`src/rtl/display_pkg.sv`:
```
// Shared definitions for the eight-digit display path: digit-word layout,
// glyph code constants and the blank word. The game FSM imports the same
// constants so that encode and decode agree.
package display_pkg;

   localparam int unsigned NUM_DIGITS = 8;
   localparam int unsigned DIGIT_W    = 6;
   localparam int unsigned CODE_W     = 4;
   localparam int unsigned SEG_W      = 7;

   // Digit word bit positions: {en, code[3:0], dp_n}
   localparam int unsigned EN_BIT   = 5;
   localparam int unsigned CODE_MSB = 4;
   localparam int unsigned CODE_LSB = 1;
   localparam int unsigned DP_BIT   = 0;

   // Letter / symbol glyph codes above the decimal digits
   localparam logic [CODE_W-1:0] CH_C    = 4'hA;
   localparam logic [CODE_W-1:0] CH_J    = 4'hB;
   localparam logic [CODE_W-1:0] CH_U    = 4'hC;
   localparam logic [CODE_W-1:0] CH_P    = 4'hD;
   localparam logic [CODE_W-1:0] CH_E    = 4'hE;
   localparam logic [CODE_W-1:0] CH_DASH = 4'hF;

   // Disabled digit, decimal point off
   localparam logic [DIGIT_W-1:0] BLANK_WORD = 6'b000001;

   typedef struct packed {
      logic              en;
      logic [CODE_W-1:0] code;
      logic              dp_n;
   } digit_t;

   // Unpack a raw digit word into its fields
   function automatic digit_t to_digit(input logic [DIGIT_W-1:0] w);
      digit_t d;
      d.en   = w[EN_BIT];
      d.code = w[CODE_MSB:CODE_LSB];
      d.dp_n = w[DP_BIT];
      return d;
   endfunction

endpackage

```
`src/rtl/seg_decoder.sv`:
```
// Glyph decoder: 4-bit digit code to active-high segments.
// Ports: code (in, 4) glyph code; seg_c (out, 7) combinational {a,b,c,d,e,f,g}.
module seg_decoder
   import display_pkg::*;
(
   input  logic [CODE_W-1:0] code,
   output logic [SEG_W-1:0]  seg_c
);

   // Segment order a..g from MSB to LSB
   always_comb begin
      seg_c = '0;
      case (code)
         4'h0:    seg_c = 7'b1111110;
         4'h1:    seg_c = 7'b0110000;
         4'h2:    seg_c = 7'b1101101;
         4'h3:    seg_c = 7'b1111001;
         4'h4:    seg_c = 7'b0110011;
         4'h5:    seg_c = 7'b1011011;
         4'h6:    seg_c = 7'b1011111;
         4'h7:    seg_c = 7'b1110000;
         4'h8:    seg_c = 7'b1111111;
         4'h9:    seg_c = 7'b1111011;
         CH_C:    seg_c = 7'b1001110;
         CH_J:    seg_c = 7'b0111100;
         CH_U:    seg_c = 7'b0111110;
         CH_P:    seg_c = 7'b1100111;
         CH_E:    seg_c = 7'b1001111;
         CH_DASH: seg_c = 7'b0000001;
         default: seg_c = '0;
      endcase
   end

endmodule

```
`src/rtl/display_scan.sv`:
```
// Time-multiplexed eight-digit seven-segment scanner with a blanking guard
// at the start of every digit slot and a per-frame snapshot of the inputs.
// Ports: clock, reset (async active-high); d1..d8 (in, 6) digit words,
// d1 rightmost; an (out, 8) active-low one-hot anodes; dec_ddp (out, 8)
// active-low {a,b,c,d,e,f,g,dp}.
module display_scan
   import display_pkg::*;
#(
   parameter int unsigned REFRESH_DIV = 100000,
   parameter int unsigned GUARD       = 2
)(
   input  logic               clock,
   input  logic               reset,
   input  logic [DIGIT_W-1:0] d1,
   input  logic [DIGIT_W-1:0] d2,
   input  logic [DIGIT_W-1:0] d3,
   input  logic [DIGIT_W-1:0] d4,
   input  logic [DIGIT_W-1:0] d5,
   input  logic [DIGIT_W-1:0] d6,
   input  logic [DIGIT_W-1:0] d7,
   input  logic [DIGIT_W-1:0] d8,
   output logic [7:0]         an,
   output logic [7:0]         dec_ddp
);

   localparam int unsigned CNT_W = $clog2(REFRESH_DIV);
   localparam logic [CNT_W-1:0] CNT_MAX   = CNT_W'(REFRESH_DIV - 1);
   localparam logic [CNT_W-1:0] GUARD_CNT = CNT_W'(GUARD);

   logic [CNT_W-1:0] cnt;
   logic [2:0]       idx;
   digit_t           frame [NUM_DIGITS];
   digit_t           cur_c;
   logic [SEG_W-1:0] seg_c;
   logic             frame_start_c;

   assign cur_c         = frame[idx];
   assign frame_start_c = (cnt == '0) && (idx == '0);

   seg_decoder u_seg_decoder (
      .code  (cur_c.code),
      .seg_c (seg_c)
   );

   // Slot counter and digit index
   always_ff @(posedge clock or posedge reset) begin
      if (reset) begin
         cnt <= '0;
         idx <= '0;
      end else if (cnt == CNT_MAX) begin
         cnt <= '0;
         idx <= idx + 3'd1;
      end else begin
         cnt <= cnt + CNT_W'(1);
      end
   end

   // Snapshot of all digit words at frame start, so a frame never tears
   always_ff @(posedge clock or posedge reset) begin
      if (reset) begin
         for (int i = 0; i < int'(NUM_DIGITS); i++) frame[i] <= '0;
      end else if (frame_start_c) begin
         frame[0] <= to_digit(d1);
         frame[1] <= to_digit(d2);
         frame[2] <= to_digit(d3);
         frame[3] <= to_digit(d4);
         frame[4] <= to_digit(d5);
         frame[5] <= to_digit(d6);
         frame[6] <= to_digit(d7);
         frame[7] <= to_digit(d8);
      end
   end

   // Registered pin drive; guard cycles blank everything between digits
   always_ff @(posedge clock or posedge reset) begin
      if (reset) begin
         an      <= 8'hFF;
         dec_ddp <= 8'hFF;
      end else if (cnt < GUARD_CNT) begin
         an      <= 8'hFF;
         dec_ddp <= 8'hFF;
      end else begin
         an      <= cur_c.en ? ~(8'h01 << idx) : 8'hFF;
         dec_ddp <= {~seg_c, cur_c.dp_n};
      end
   end

endmodule

```
`config.mk`:
```
export PLATFORM = sky130hd
export DESIGN_NAME = display_scan
export DESIGN_NICKNAME = d
export VERILOG_FILES = /design/src/rtl/display_pkg.sv /design/src/rtl/seg_decoder.sv /design/src/rtl/display_scan.sv
export SDC_FILE = /design/constraint.sdc
export NUM_CORES = 1
export LEC_CHECK = 0
export BUFFER_PORTS_ARGS = -buffer_cell sky130_fd_sc_hd__buf_4
export CORE_MARGIN = 2
export CORE_UTILIZATION = 25
export CTS_BUF_LIST = sky130_fd_sc_hd__clkbuf_4 sky130_fd_sc_hd__clkbuf_8
export DETAILED_ROUTE_END_ITERATION = 10
export SYNTH_ARGS = -nofsm -noshare
export SYNTH_HDL_FRONTEND = slang
export SYNTH_HIERARCHICAL = 1
export SYNTH_SLANG_ARGS = --single-unit
```
`constraint.sdc`:
```
create_clock -name clock -period 6.6 [get_ports clock]
set_input_delay 0.33 -clock clock [delete_from_list [all_inputs] [get_ports clock]]
set_output_delay 0.33 -clock clock [all_outputs]
set_load 0.02 [all_outputs]
```
==> flow_results.org <==
** Global route
- First-pass GRT wire length :: 13500 microns
- The number of global-route vias before repair was 2619.
- Total congestion overflow after global routing :: 0
- Number of antenna violations at the first check in global routing :: 0
- Across every metal layer, demand over resource in global routing totals 10.3%.
- Entering global routing, the biggest net connects 85 pins.

** Layout
- Area added between synthesis and finish :: 21.8%
- Leading cell type in the layout, fill and taps excluded :: dfrtp_1
- In the final layout, the share of cells above drive strength 1 is 38.7%.
- Most frequent cells in the layout :: 68 x dfrtp_1, 67 x buf_4, 39 x nand2_1
- Measured on the finished design, the core utilization comes to 30.8%.
- After routing the design area is 4840 sq um.
- Number of nets in the layout :: 434
- The sequential cells in the finished layout cover a total of 2120 sq um.
- Counting the fill cells in the layout gives 1584.
- Antenna Cells :: 0
- The multi-input combinational cells in the finished layout cover a total of 1720 sq um.
- Non-filler cells in the finished layout :: 591

** Power
- The worst-case IR drop observed on VDD is 0.000114 V.
- Summed over all cells, the static leakage comes to 2.07 nW.
- Power spread over the standard cell area amounts to 199 nW/um^2.
- Total power of the final layout :: 0.000963 W

** Placed design
- GP Congestion :: 0.808
- Placed wire-length estimate after detailed placement :: 6060 microns
- Count of buffers from port buffering :: 65
- Counting tap cells, the placed design contains a total of 575 instances.
- Once placement finished, the instance area stood at 4660 sq um.

** Outcome
- Result of the run :: finished clean

** Floorplanning
- Initial Utilization :: 25.3%
- Die Area :: 16900 sq um
- Ports :: 66
- From bottom edge to top edge, the die measures 130 microns.
- Std cell rows :: 46
- The total area inside the core boundary comes to 15700 sq um.
- The floorplan step set the die width to 130 microns.

** Setup path
- Traced cell by cell, the critical path runs through mux4_2 -> nand2_1 -> nand2_1 -> inv_1 -> ha_1 -> inv_1 -> mux4_2 -> inv_1 -> nand2_1.
- Critical setup path kind :: reg2reg
- Type of element capturing the critical path :: flip-flop
- The number of buffers and inverters on the critical path is 3.
- In this run the worst path has a maximum fanout of 16.
- The largest single stage delay on the critical path is 940 ps.
- STA puts the critical path data required time at 6860 ps.
- STA puts the critical path data arrival time at 3090 ps.
- Category of the worst setup path launch point :: flip-flop
- Crit path max-delay cell type :: dfrtp_1
- In this design, the largest share of critical-path delay is due to multiplexers.

** STA
- Maximum clock frequency :: 353 MHz
- Setup repair after global routing left no endpoint under its margin.
- At the pin with the least slew margin, the transition time is 1070 ps.
- Post-route setup TNS :: 0 ps
- Slew margin rel. :: 28.9%
- The number of pins exceeding their max-slew limit in the final report is 0.
- The final critical path takes up 42.9% of the cycle.
- Setup violations remaining at the end of the flow were counted as 0.
- For the final database, setup skew stands at 9.27 ps.
- Post-layout min period :: 2830 ps
- The number of hold violations in the final report is 0.

** Synth
- dfrtp_1 takes more of the synthesized area than any other cell.
- Counting flops and latches in the post-synthesis netlist gives 84.
- Averaged over all synthesized cells, the footprint is 13.0 sq um.
- Among all flip-flop cells after synthesis, the most frequent one is dfrtp_1.
- Syn. warnings :: 6
- Ys async rst share :: 100%
- Cell area after synthesis :: 3970 sq um
- Cell types with the largest area share after synthesis :: dfrtp_1 43%, dfstp_2 11%, mux2_2 8.2%, mux4_2 7.4%, mux2_1 5.7%
- For this run, the register share of the synthesized area comes to 53.4%.
- After synthesis, the largest area contributor takes up 42.8% of total cell area.
- Synthesized Nets :: 370
- Number of synthesized flops with an enable pin :: 0
- In this run, distinct cell masters in the synthesized netlist total 36.
- Cell count after synthesis :: 306

** Clock network
- Number of buffers added for setup after CTS :: 0
- Clock-pin slew was measured on the worst setup and hold paths at 80 ps.
- The clock net in this run drives a total of 84 sinks.
- In this run the number of H-tree levels came out at 3.
- CTS root buffer :: clkbuf_8
- Clock tree buffer depth :: 2
- For the worst-skew pair, the clock arrives at the later sink with an insertion delay of 350 ps.
- Post-cts gate resize count :: 0
- Post-cts hold buffer count :: 0
- TritonCTS built the clock tree.
- In this run, CTS created clock tree buffers numbering 9.

** Detailed routing
- The routed design uses 412 microns of met3 wire.
- After detailed routing, no signal wire sits above met4.
- In this run, the number of DRC markers left after iteration 0 of detailed routing was 110.
- Wirelength, routed :: 8280 microns
- WL per Instance :: 14.0 microns
- After detailed routing, the number of remaining DRC violations is 0.
- Number of antenna-violating nets in the routed design :: 0
- Before antenna repair, the detailed router went through 5 iterations.
- After detailed routing, the number of vias per cell comes to 4.29.
- Wire segments on met2 add up to 3960 microns in the final route.
- For this block, wires on met1 add up to 3750 microns.
- Total via count in the routed design :: 2533

** Worst hold path
- The worst hold path belongs to the class in2reg.

** Run
- # Max-Cap Violations :: 0
## state kept, by name (all words and copies together) (netlist names)
signal / cells
an: 8
cnt: 17
dec_ddp: 8
frame: 48
idx: 3
## power breakdown
group	leakage, nW	internal [W]	total [W]	switching (W)
Combinational	0.985	0.0000454	0.0000846	0.0000393
Sequential	0.992	0.000537	0.000547	0.00000934
Clock	0.0918	0.000158	0.000332	0.000174
## cell families (layout without fill, tap and decap cells)
logic type / count (synthesis) / in the layout / share of synthesized area [%]
adders and majority gates: 14 / 14 / 4.41
and+or+nand+nor: 88 / 88 / 11.2
DFF: 84 / 84 / 53.4
AOI/OAI and AO/OA: 13 / 13 / 2.05
xor gates and xnor gates: 16 / 16 / 3.53
muxes: 65 / 65 / 22.0
buffers and inverters: 26 / 95 / 3.37
## area by class of cell
class	instances	area share (%)
clock buffers	14	3.34
clock inverters	2	0.259
inverters	12	0.957
multi-input cells	196	35.6
flip-flops and latches	84	43.9
well taps	216	5.59
repair buffers	67	10.4
## layer usage
metal  GRT usage, %  up-vias
met3           3.16       12
met2           16.2       62
li1               -     1197
met1           13.6     1262
met5              0        -
met4           3.48        0
## worst paths after layout
check,start,endpoint,slack [ps],depth (start not counted)
setup / recovery,idx[0],dec_ddp[7],3770,9
hold / removal,d5[3],frame[21],190,2
setup reg to reg,idx[0],dec_ddp[7],3770,9
hold reg to reg,frame[32],frame[32],490,1
max in group asynchronous,reset,cnt[10],5590,3
min in group asynchronous,reset,cnt[1],290,3
## per-stage QoR
step | hold slack, ps | setup WS (ps)
final | 188 | 3770
after global routing | 177 | 3520
after CTS | 169 | 3740
after detailed placement | 476 | 3760
after global placement | 468 | 3870
after floorplan | 452 | 4000
## synth_stat cells, types with 4 or more instances
master	number
and2_1	4
and4_1	4
clkbuf_1	6
dfrtp_1	68
dfstp_2	16
ha_1	14
inv_1	12
mux2_1	20
mux2_2	29
mux4_2	13
nand2_1	39
nand3_1	11
nand4_1	5
nor2_1	12
o21ai_0	5
xnor2_1	10
xor2_1	6
Power figures use the tool's default switching activity.
